[config.mk]
export PLATFORM = sky130hd
export DESIGN_NAME = spi_txn_sequencer
export DESIGN_NICKNAME = d
export VERILOG_FILES = /design/src/rtl/spi_pkg.sv /design/src/rtl/spi_req_fifo.sv /design/src/rtl/spi_txn_sequencer.sv
export SDC_FILE = /design/constraint.sdc
export NUM_CORES = 1
export LEC_CHECK = 0
export ABC_AREA = 1
export CORE_AREA = 2 2 134 162
export DETAILED_ROUTE_END_ITERATION = 8
export DIE_AREA = 0 0 136 164
export PLACE_DENSITY = 0.44
export SLEW_MARGIN = 20
export SYNTH_ARGS = -nofsm -noshare
export SYNTH_HDL_FRONTEND = slang
export SYNTH_SLANG_ARGS = --single-unit
export TNS_END_PERCENT = 5
[constraint.sdc]
create_clock -name clk -period 4.4 [get_ports clk]
set_clock_uncertainty 0.1 [all_clocks]
set_input_delay 0.44 -clock clk [delete_from_list [all_inputs] [get_ports clk]]
set_output_delay 0.44 -clock clk [all_outputs]
set_load 0.02 [all_outputs]
[src/rtl/spi_pkg.sv]
// Shared definitions for the SPI transaction sequencer.
//   - state_t : sequencer FSM encoding (IDLE/SETUP/START/WAIT/GAP)
//   - req_t   : one 12-bit queued request {cs, mode, data}
//   - CS_NONE : slave-select value meaning "no slave"
//   - MODE_*  : SPI mode (CPOL,CPHA) codes
//   - BYTE_W  : width of one SPI byte
package spi_pkg;

    localparam int BYTE_W  = 8;
    localparam int ENTRY_W = 12;

    localparam logic [1:0] CS_NONE = 2'b00;

    localparam logic [1:0] MODE_0 = 2'b00;
    localparam logic [1:0] MODE_1 = 2'b01;
    localparam logic [1:0] MODE_2 = 2'b10;
    localparam logic [1:0] MODE_3 = 2'b11;

    typedef enum logic [2:0] {
        ST_IDLE  = 3'd0,
        ST_SETUP = 3'd1,
        ST_START = 3'd2,
        ST_WAIT  = 3'd3,
        ST_GAP   = 3'd4
    } state_t;

    typedef struct packed {
        logic [1:0]        cs;
        logic [1:0]        mode;
        logic [BYTE_W-1:0] data;
    } req_t;

endpackage

[src/rtl/spi_req_fifo.sv]
// Request FIFO for the SPI transaction sequencer.
// Ports:
//   clk, reset      clock, asynchronous active-high reset
//   push, push_data write one entry (ignored when full unless popping the same cycle)
//   pop, pop_data   pop_data is the head entry; pop advances it (ignored when empty)
//   full, empty     occupancy flags
// Pointers carry one extra wrap bit so full and empty are distinguished
// without a separate counter.
module spi_req_fifo
    import spi_pkg::*;
#(
    parameter int DEPTH = 4
) (
    input  logic clk,
    input  logic reset,
    input  logic push,
    input  req_t push_data,
    input  logic pop,
    output req_t pop_data,
    output logic full,
    output logic empty
);

    localparam int AW = $clog2(DEPTH);

    req_t        mem [DEPTH];
    logic [AW:0] wr_ptr;
    logic [AW:0] rd_ptr;
    logic        do_push;
    logic        do_pop;

    assign empty = (wr_ptr == rd_ptr);
    assign full  = (wr_ptr[AW] != rd_ptr[AW]) && (wr_ptr[AW-1:0] == rd_ptr[AW-1:0]);

    // A push while full is only accepted when a pop frees the head slot in the same cycle.
    assign do_push = push && (!full || pop);
    assign do_pop  = pop && !empty;

    assign pop_data = mem[rd_ptr[AW-1:0]];

    always_ff @(posedge clk or posedge reset) begin
        if (reset) begin
            wr_ptr <= '0;
            rd_ptr <= '0;
        end else begin
            if (do_push) wr_ptr <= wr_ptr + 1'b1;
            if (do_pop)  rd_ptr <= rd_ptr + 1'b1;
        end
    end

    always_ff @(posedge clk) begin
        if (do_push) mem[wr_ptr[AW-1:0]] <= push_data;
    end

endmodule

[src/rtl/spi_txn_sequencer.sv]
// Upstream command stage for the SPI master. Buffers transfer requests in a FIFO
// and issues them one at a time: chip-select setup, start pulse, wait for done
// (or timeout), chip-select gap, response.
// Ports:
//   clk, reset                          clock, asynchronous active-high reset
//   req_valid/req_ready, req_cs/mode/data   request port (req_cs==0 is dropped and counted)
//   rsp_valid/rsp_ready, rsp_data/cs/timeout response port, one per issued request
//   m_cs, m_mode, m_tx_data, m_start    drive to the SPI master
//   m_done, m_rx_data                   completion from the SPI master
//   drop_cnt                            saturating count of dropped requests
//   busy                                registered: FSM not idle or FIFO not empty
//   fsm_state                           current FSM state, for observation
// Handshake rule (both ports): a transfer happens on a rising edge where valid
// and ready are both 1. A valid source holds valid and its payload stable until
// that edge; ready may change freely and does not depend on valid.
module spi_txn_sequencer
    import spi_pkg::*;
#(
    parameter int FIFO_DEPTH  = 4,
    parameter int SETUP_CYC   = 2,
    parameter int GAP_CYC     = 4,
    parameter int TIMEOUT_CYC = 64
) (
    input  logic              clk,
    input  logic              reset,
    input  logic              req_valid,
    output logic              req_ready,
    input  logic [1:0]        req_cs,
    input  logic [1:0]        req_mode,
    input  logic [BYTE_W-1:0] req_data,
    output logic              rsp_valid,
    input  logic              rsp_ready,
    output logic [BYTE_W-1:0] rsp_data,
    output logic [1:0]        rsp_cs,
    output logic              rsp_timeout,
    output logic [1:0]        m_cs,
    output logic [1:0]        m_mode,
    output logic [BYTE_W-1:0] m_tx_data,
    output logic              m_start,
    input  logic              m_done,
    input  logic [BYTE_W-1:0] m_rx_data,
    output logic [7:0]        drop_cnt,
    output logic              busy,
    output state_t            fsm_state
);

    localparam logic [7:0]  SETUP_LAST = 8'(SETUP_CYC - 1);
    localparam logic [7:0]  GAP_LAST   = 8'(GAP_CYC - 1);
    // The timeout counter is 0 in the first WAIT cycle (one cycle after m_start),
    // so the abort decision is taken when it reads TIMEOUT_CYC-2; the response
    // then appears exactly TIMEOUT_CYC cycles after m_start.
    localparam logic [15:0] TMO_LAST   = 16'(TIMEOUT_CYC - 2);

    state_t            state;
    state_t            next_state;

    logic              ready_en;
    logic              fifo_push;
    logic              fifo_pop;
    logic              fifo_full;
    logic              fifo_empty;
    req_t              fifo_head;
    req_t              fifo_in;

    logic [7:0]        phase_cnt;
    logic [15:0]       tmo_cnt;
    logic [1:0]        cs_q;
    logic [1:0]        mode_q;
    logic [BYTE_W-1:0] tx_q;
    logic              rsp_valid_q;
    logic [BYTE_W-1:0] rsp_data_q;
    logic [1:0]        rsp_cs_q;
    logic              rsp_timeout_q;
    logic [7:0]        drop_q;
    logic              busy_q;

    // ready_en holds req_ready low while in reset and rises on the first clock after it.
    assign req_ready = ready_en && !fifo_full;
    assign fifo_push = req_valid && req_ready && (req_cs != CS_NONE);
    assign fifo_in   = '{cs: req_cs, mode: req_mode, data: req_data};

    spi_req_fifo #(
        .DEPTH (FIFO_DEPTH)
    ) u_fifo (
        .clk       (clk),
        .reset     (reset),
        .push      (fifo_push),
        .push_data (fifo_in),
        .pop       (fifo_pop),
        .pop_data  (fifo_head),
        .full      (fifo_full),
        .empty     (fifo_empty)
    );

    // FSM: state register
    always_ff @(posedge clk or posedge reset) begin
        if (reset) state <= ST_IDLE;
        else       state <= next_state;
    end

    // FSM: next-state logic
    always_comb begin
        next_state = state;
        unique case (state)
            ST_IDLE:  if (!fifo_empty && !rsp_valid_q) next_state = ST_SETUP;
            ST_SETUP: if (phase_cnt == SETUP_LAST)     next_state = ST_START;
            ST_START: next_state = ST_WAIT;
            // m_done is tested first so a done in the timeout cycle still wins.
            ST_WAIT:  if (m_done || tmo_cnt == TMO_LAST) next_state = ST_GAP;
            // Leave only once the minimum gap is served and the response is gone
            // or is being accepted this cycle.
            ST_GAP:   if (phase_cnt == GAP_LAST && (!rsp_valid_q || rsp_ready)) next_state = ST_IDLE;
            default:  next_state = ST_IDLE;
        endcase
    end

    // FSM: outputs
    always_comb begin
        fifo_pop  = (state == ST_IDLE) && (next_state == ST_SETUP);
        m_start   = (state == ST_START);
        m_cs      = CS_NONE;
        if (state == ST_SETUP || state == ST_START || state == ST_WAIT) m_cs = cs_q;
        fsm_state = state;
    end

    // Transfer registers, counters, response register.
    always_ff @(posedge clk or posedge reset) begin
        if (reset) begin
            ready_en      <= 1'b0;
            phase_cnt     <= '0;
            tmo_cnt       <= '0;
            cs_q          <= CS_NONE;
            mode_q        <= '0;
            tx_q          <= '0;
            rsp_valid_q   <= 1'b0;
            rsp_data_q    <= '0;
            rsp_cs_q      <= CS_NONE;
            rsp_timeout_q <= 1'b0;
            drop_q        <= '0;
            busy_q        <= 1'b0;
        end else begin
            ready_en <= 1'b1;

            if (fifo_pop) begin
                cs_q   <= fifo_head.cs;
                mode_q <= fifo_head.mode;
                tx_q   <= fifo_head.data;
            end

            // Shared by SETUP and GAP; restarts on every state change and
            // saturates at the end of the gap while waiting for the consumer.
            if (state != next_state)
                phase_cnt <= '0;
            else if (state == ST_SETUP || (state == ST_GAP && phase_cnt != GAP_LAST))
                phase_cnt <= phase_cnt + 8'd1;

            if (state == ST_START)     tmo_cnt <= '0;
            else if (state == ST_WAIT) tmo_cnt <= tmo_cnt + 16'd1;

            if (state == ST_WAIT && next_state == ST_GAP) begin
                rsp_valid_q   <= 1'b1;
                rsp_cs_q      <= cs_q;
                rsp_data_q    <= m_done ? m_rx_data : '0;
                rsp_timeout_q <= !m_done;
            end else if (rsp_valid_q && rsp_ready) begin
                rsp_valid_q <= 1'b0;
            end

            if (req_valid && req_ready && req_cs == CS_NONE && drop_q != 8'hFF)
                drop_q <= drop_q + 8'd1;

            busy_q <= (state != ST_IDLE) || !fifo_empty;
        end
    end

    assign m_mode      = mode_q;
    assign m_tx_data   = tx_q;
    assign rsp_valid   = rsp_valid_q;
    assign rsp_data    = rsp_data_q;
    assign rsp_cs      = rsp_cs_q;
    assign rsp_timeout = rsp_timeout_q;
    assign drop_cnt    = drop_q;
    assign busy        = busy_q;

endmodule

======== Word-level counts from Yosys, hierarchy flattened ========
Memories as Yosys holds them, arrays and structs flattened. A register that Yosys moved wholly into a read port is not among the register bits.
Index checks and enable logic that the tools add are counted.
storage, ports and cells
  input bits .............................. 25
  bits in latches ......................... 0
  RAM bits ................................ 48
  output and inout bits ................... 38
  register bits after elaboration ......... 55
  bits in read-only memories .............. 0
  word-level logic and storage cells ...... 80
  memories ................................ 1
operators by class
  shift-type cells ........................ 0
  bitwise gates (word level) .............. 0
  $lt $le $gt $ge ......................... 0
  mux-type cells .......................... 15
  multiply operators ...................... 0
  equal/unequal tests ..................... 15
  add/sub/neg operators ................... 5
  divide/modulo/power cells ............... 0
  reductions and logical operators ........ 32
memories
  name        words  bits a word  rd ports  clocked after memory_dff  write ports  line                RTL
  u_fifo.mem  4      12           1         1                         1            spi_req_fifo.sv:26  req_t mem [DEPTH];
operators by type and width
  kind                                             count
  2-to-1 mux 16 bit                                2
  2-to-1 mux 8 bit                                 3
  adder 16 x 1 -> 16 bit (second input constant)   1
  adder 8 x 1 -> 8 bit (second input constant)     2
  == test 16 x 6 -> 1 bit (second input constant)  1
  one-hot mux 3 bit (5 select lines)               1
  logical AND 1 bit                                14
  2-to-1 mux 3 bit                                 4
  == test 8 x 1 -> 1 bit (second input constant)   1
  == test 8 x 2 -> 1 bit (second input constant)   1
  != test 8 x 2 -> 1 bit (second input constant)   1
  != test 8 bit (second input constant)            1
  nonzero test 2 bit                               4
  logical OR 1 bit                                 7
  adder 3 x 1 -> 3 bit (second input constant)     2
  == test 3 x 1 -> 1 bit (second input constant)   2
  == test 3 x 2 -> 1 bit (second input constant)   2
  == test 3 bit (second input constant)            2
  logical NOT 1 bit                                4
  2-to-1 mux 1 bit                                 4
  == test 3 bit                                    1
  logical NOT 3 bit                                1
  != test 3 bit                                    1
  nonzero test 3 bit                               1
  other kinds (4)                                  4

======== Depth between registers and ports, before layout ========
  word-level depth ........................ 11
  gate-level depth with buffers ........... 11
  depth with buffers taken out ............ 11

======== Cells and area by module ========
A second synthesis with hierarchy kept.
unflattened totals
  cell total of the unflattened synthesis .. 519
  area total of the unflattened synthesis .. 5215.0 um2
by module, submodules not included
  module             seq. area each (um2)  area an instance (um2)  cells each  times used
  spi_txn_sequencer  1526.5                2966.6                  341         1
  spi_req_fifo       1591.5                2248.4                  178         1

======== Worst setup path after synthesis ========
No wires, ideal clock.
  kind .................................... flip-flop to flip-flop
  start point ............................. register u_fifo.rd_ptr[0]
  end point ............................... memory u_fifo.mem[0][0] in the netlist's numbering (enable)
  arrival time ............................ 1.814 ns
  period minus slack after synthesis ...... 2.294 ns
  cell stages (with the launch flop) ...... 10
  required time ........................... 3.920 ns
  buffers on the path ..................... 1
  setup time .............................. 0.380 ns
  path slack .............................. 2.106 ns
  cell sequence ........................... dfrtp_1 buf_2 xnor2_1 nand3b_1 nand2_1 inv_2 nand2_1 nor2_1 inv_1 nor2_1
between the ends
  elaborated cells between the ends (all ways) .. 17
  those cells by class .................... eq/ne (3); mux (4); reduce/logical (10)
RTL lines
  element                                 line                     RTL
  start: declaration                      spi_req_fifo.sv:28       logic [AW:0] rd_ptr;
  start signal: assignment                spi_req_fifo.sv:47       if (do_pop) rd_ptr <= rd_ptr + 1'b1;
  == test 2 bit                           spi_req_fifo.sv:33       assign full = (wr_ptr[AW] != rd_ptr[AW]) && (wr_ptr[AW-1:0] == rd_ptr[AW-1:0]);
  logical AND 1 bit                       spi_req_fifo.sv:33
  logical NOT 1 bit                       spi_txn_sequencer.sv:78  assign req_ready = ready_en && !fifo_full;
  logical AND 1 bit                       spi_txn_sequencer.sv:78
  net req_ready                           spi_txn_sequencer.sv:27  output logic req_ready,
  logical AND 1 bit (2 in series)         spi_txn_sequencer.sv:79  assign fifo_push = req_valid && req_ready && (req_cs != CS_NONE);
  logical AND 1 bit                       spi_req_fifo.sv:36       assign do_push = push && (!full || pop);
  2-to-1 mux 1 bit                        spi_req_fifo.sv:52       if (do_push) mem[wr_ptr[AW-1:0]] <= push_data;
  2-to-1 mux 1 bit (implied by the code)  spi_req_fifo.sv:52
  end: declaration                        spi_req_fifo.sv:26
The timed path passes the listed nets, and every way through them passes these cells.

======== Final worst setup path ========
  start point ............................. register u_fifo.rd_ptr[1]
  end point ............................... memory u_fifo.mem[1][3] in the netlist's numbering (enable)
between the ends
  longest elaborated chain between the ends .. 11
  elaborated cells between the ends (all ways) .. 17
  those cells by class .................... eq/ne (3); mux (4); reduce/logical (10)
RTL lines
  element                                   line                      RTL
  == test 3 bit                             spi_req_fifo.sv:32        assign empty = (wr_ptr == rd_ptr);
  logical NOT 1 bit                         spi_txn_sequencer.sv:105  ST_IDLE: if (!fifo_empty && !rsp_valid_q) next_state = ST_SETUP;
  logical AND 1 bit                         spi_txn_sequencer.sv:105
  2-to-1 mux 3 bit                          spi_txn_sequencer.sv:105
  one-hot mux 3 bit (5 select lines)        spi_txn_sequencer.sv:104  unique case (state)
  == test 3 x 1 -> 1 bit                    spi_txn_sequencer.sv:119  fifo_pop = (state == ST_IDLE) && (next_state == ST_SETUP);
  logical AND 1 bit                         spi_txn_sequencer.sv:119
  logical OR 1 bit                          spi_req_fifo.sv:36
  logical AND 1 bit *                       spi_req_fifo.sv:36
  2-to-1 mux 1 bit *                        spi_req_fifo.sv:52
  2-to-1 mux 1 bit (implied by the code) *  spi_req_fifo.sv:52
Every way passes the cells marked *; elsewhere a longest branch is shown, timed or not.

==> results.py <==
metrics = {
    "critical_path": {
        "reg2reg_slack_ns": 1.54,
        "cpPeakStageDelay_ns": 0.81,
        "crit_type": "reg2reg",
        "cp-end-kind": "flip-flop",
        "slowest_stage": "nor2_1",
        "worstPathArrival_ns": 2.79,
        "cp_top_family": "simple AND/OR/NAND/NOR gates",
        "cp-start-kind": "flip-flop",
        "path_max_fanout": 15,
        "critPathRequiredTime_ns": 4.33,
        "worst-path-buf-inv": 2,
        "cp_cell_sequence": "xnor2_1, nand3b_1, nand2_1, inv_2, nand2_1, nor2_1, inv_1, nor2_1",
    },
    "synth": {
        "syn_area_um2": 5102,
        "seq_area_frac_synth": 0.6111,
        "ys_warn_count": 0,
        "synth_common_cells": "89 x nor2_1, 67 x dfrtp_1, 60 x nand2_1",
        "syn_inst": 500,
        "ys_seq_elements": 115,
        "synth.avg_cell_area_um2": 10.20,
        "yosysMostFrequentCell": "nor2_1",
        "synthesis.nets": 535,
        "synth_ff_type": "dfrtp_1",
        "async_reset_ff_frac": 0.5826,
        "synth_edf_count": 48,
        "synth_top_area_cell": "dfrtp_1",
        "synthTopCellsByArea": "dfrtp_1 33%, edfxtp_1 28%, nor2_1 6.5%",
        "ys_types": 36,
        "synth_top_area_frac": 0.3286,
    },
    "timing": {
        "slew_headroom": 0.2937,
        "fmax_ghz": 0.3502,
        "fin_crit_ns": 2.855,
        "hold_viol_final": 0,
        "slew_violations": 0,
        "worst_pin_slew_ns": 1.056,
        "setup_tns_ns": 0,
        "rsz0062_at_grt": "no",
        "min_period_over_period": 0.6489,
        "setup_viol_count_final": 0,
        "holdWs_ns": 0.3228,
    },
    "route": {
        "drc_errors": 0,
        "route.detailed.wl_per_inst_um": 13.79,
        "viasPerCell": 4.279,
        "num_vias": 3667,
        "drt_iter0_markers": 281,
        "ant_nets": 0,
        "drt_pass1_iterations": 8,
        "wl_um": 11810,
    },
    "die": {
        "num_io_pins": 63,
        "die_height_um": 164,
        "start_util": 0.2458,
        "core_area_um2": 20750,
        "fp.dieArea_um2": 22300,
        "die_w_um": 136,
        "rows": 58,
    },
    "power": {
        "clkPwrFrac": 0.312,
        "seq_power_share": 0.332,
        "power_frac_comb": 0.355,
        "p_int_uw": 2933,
        "p_sw_frac": 0.3696,
        "peakVddDrop_uv": 307.2,
        "p_leak_uw": 0.002745,
        "switchingPower_uw": 1720,
        "total_power_uw": 4653,
        "powerDensity_nw_per_um2": 698.1,
    },
    "placement": {
        "place_congestion": 0.7554,
        "portBuffers": 62,
        "dpl.hpwl_um": 8202,
    },
    "run": {
        "max_cap_viol_count": 0,
    },
    "clock_tree": {
        "cts_buffers": 17,
        "cts_sinks": 115,
        "root_buffer": "clkbuf_16",
        "postCtsSetupRepairBufs": 0,
        "cts_tree": "done",
        "clock_path_buffers": 2,
        "htreeDepth": 4,
        "clk-insertion-delay-late_ns": 0.42,
        "path_clk_slew_ns": 0.06,
        "cts_hold_buf": 0,
        "cts.repair.resized": 0,
    },
    "grt": {
        "grt-ovfl-total": 0,
        "gr-usage-all-layers": 0.1135,
        "grt_pass1_wl_um": 19150,
        "antenna_found_initial": 0,
        "grt_max_degree": 42,
        "grt_pass1_vias": 3664,
    },
    "layout": {
        "seqCellArea_um2": 3118,
        "syn_to_final_growth_pct": 30.63,
        "fillers": 2161,
        "drive_gt1_frac": 0.1158,
        "antenna_cells": 0,
        "multiInputGateArea_um2": 1749,
        "num-nets-final": 609,
    },
    "hold_path": {
        "hp-class": "in2async",
    },
    "status": {
        "status": "finished, final reports clean",
    },
}
==> metal layers <==
metal	up-vias	wire length, µm	global-route usage
li1	1818	-	-
met1	1763	5021	0.1309
met2	71	6095	0.1976
met3	15	472	0.02901
met4	0	225	0.04972
met5	-	0	0
==> flip-flops by register name, summed over array words and instances (netlist names) <==
signal / flops
u_fifo.mem: 48
tmo_cnt: 16
drop_cnt: 8
m_tx_data: 8
phase_cnt: 8
rsp_data: 8
fsm_state: 3
u_fifo.rd_ptr: 3
u_fifo.wr_ptr: 3
cs_q: 2
m_mode: 2
rsp_cs: 2
busy: 1
ready_en: 1
rsp_timeout: 1
rsp_valid: 1
==> cell type report <==
type                       instances  area share
sequential                       115      0.4678
multi-input combinational        324      0.2624
timing repair buffer              66     0.09762
clock buffer                      17     0.06383
tap                              270     0.05069
clock inverter                    15     0.02910
inverter                          50     0.02853
==> per-stage QoR <==
step / cell area (µm²) / util / worst slack (ns) / cells
6_report: 6665 / 0.3211 / 1.545 / 857
5_1_grt: 6665 / 0.3211 / 1.266 / 857
4_1_cts: 6663 / 0.3210 / 1.495 / 857
3_5_place_dp: 6043 / 0.2912 / 1.517 / 825
3_3_place_gp: 6043 / 0.2912 / 1.606 / 825
2_1_floorplan: 5102 / - / 2.106 / 500
==> power groups by stage <==
stage	combinational [µW]	clock, µW	sequential [µW]
floorplan	934	0	1690
global placement	1670	0	1560
detailed placement	1680	0	1570
CTS	1690	1490	1550
global route	1840	1540	1580
finish	1650	1450	1550
==> final timing paths <==
kind	start	end	cells past startpoint
max	u_fifo.rd_ptr[1]$_DFFE_PP0P_	u_fifo.mem[1][3]$_DFFE_PP_	8
min	reset	phase_cnt[3]$_DFFE_PP0P_	2
max reg2reg	u_fifo.rd_ptr[1]$_DFFE_PP0P_	u_fifo.mem[1][3]$_DFFE_PP_	8
min reg2reg	m_tx_data[6]$_DFFE_PP0P_	m_tx_data[6]$_DFFE_PP0P_	1
max in group asynchronous	reset	m_tx_data[5]$_DFFE_PP0P_	3
min in group clk	m_tx_data[6]$_DFFE_PP0P_	m_tx_data[6]$_DFFE_PP0P_	1
==> cell families (layout without fill, tap and decap cells) <==
| group | after synthesis | in the layout | synth area share |
|---|---|---|---|
| AOI/OAI and AO/OA | 89 | 89 | 0.1013 |
| xor gates and xnor gates | 20 | 20 | 0.03433 |
| adders and majority gates | 10 | 10 | 0.02452 |
| buffers and inverters | 61 | 148 | 0.04659 |
| DFF | 115 | 115 | 0.6111 |
| other | 1 | 1 | 0.0007349 |
| and+or+nand+nor | 204 | 204 | 0.1815 |
==> placed cells by master (no fill, tap or decap), types with 3 or more instances in the layout <==
| cell | netlist | final |
|---|---|---|
| nor2_1 | 89 | 88 |
| dfrtp_1 | 67 | 67 |
| clkdlybuf4s50_1 | 0 | 62 |
| nand2_1 | 60 | 60 |
| edfxtp_1 | 48 | 48 |
| inv_1 | 41 | 40 |
| o21ai_0 | 33 | 33 |
| a21oi_1 | 21 | 21 |
| nand3_1 | 18 | 18 |
| clkbuf_16 | 0 | 17 |
| xor2_1 | 13 | 13 |
| a21o_1 | 10 | 10 |
| nor3_1 | 10 | 10 |
| ha_1 | 10 | 10 |
| inv_2 | 8 | 9 |
| o21ai_1 | 9 | 9 |
| nor2_2 | 8 | 9 |
| a22o_1 | 8 | 8 |
| xnor2_1 | 7 | 7 |
| inv_6 | 0 | 5 |
| o22ai_1 | 4 | 4 |
| nand4_1 | 4 | 4 |
| buf_4 | 0 | 4 |
| nand3_2 | 3 | 3 |
| bufinv_16 | 0 | 3 |
| clkinv_4 | 0 | 3 |
No activity file was read; power rests on OpenSTA's default activity.
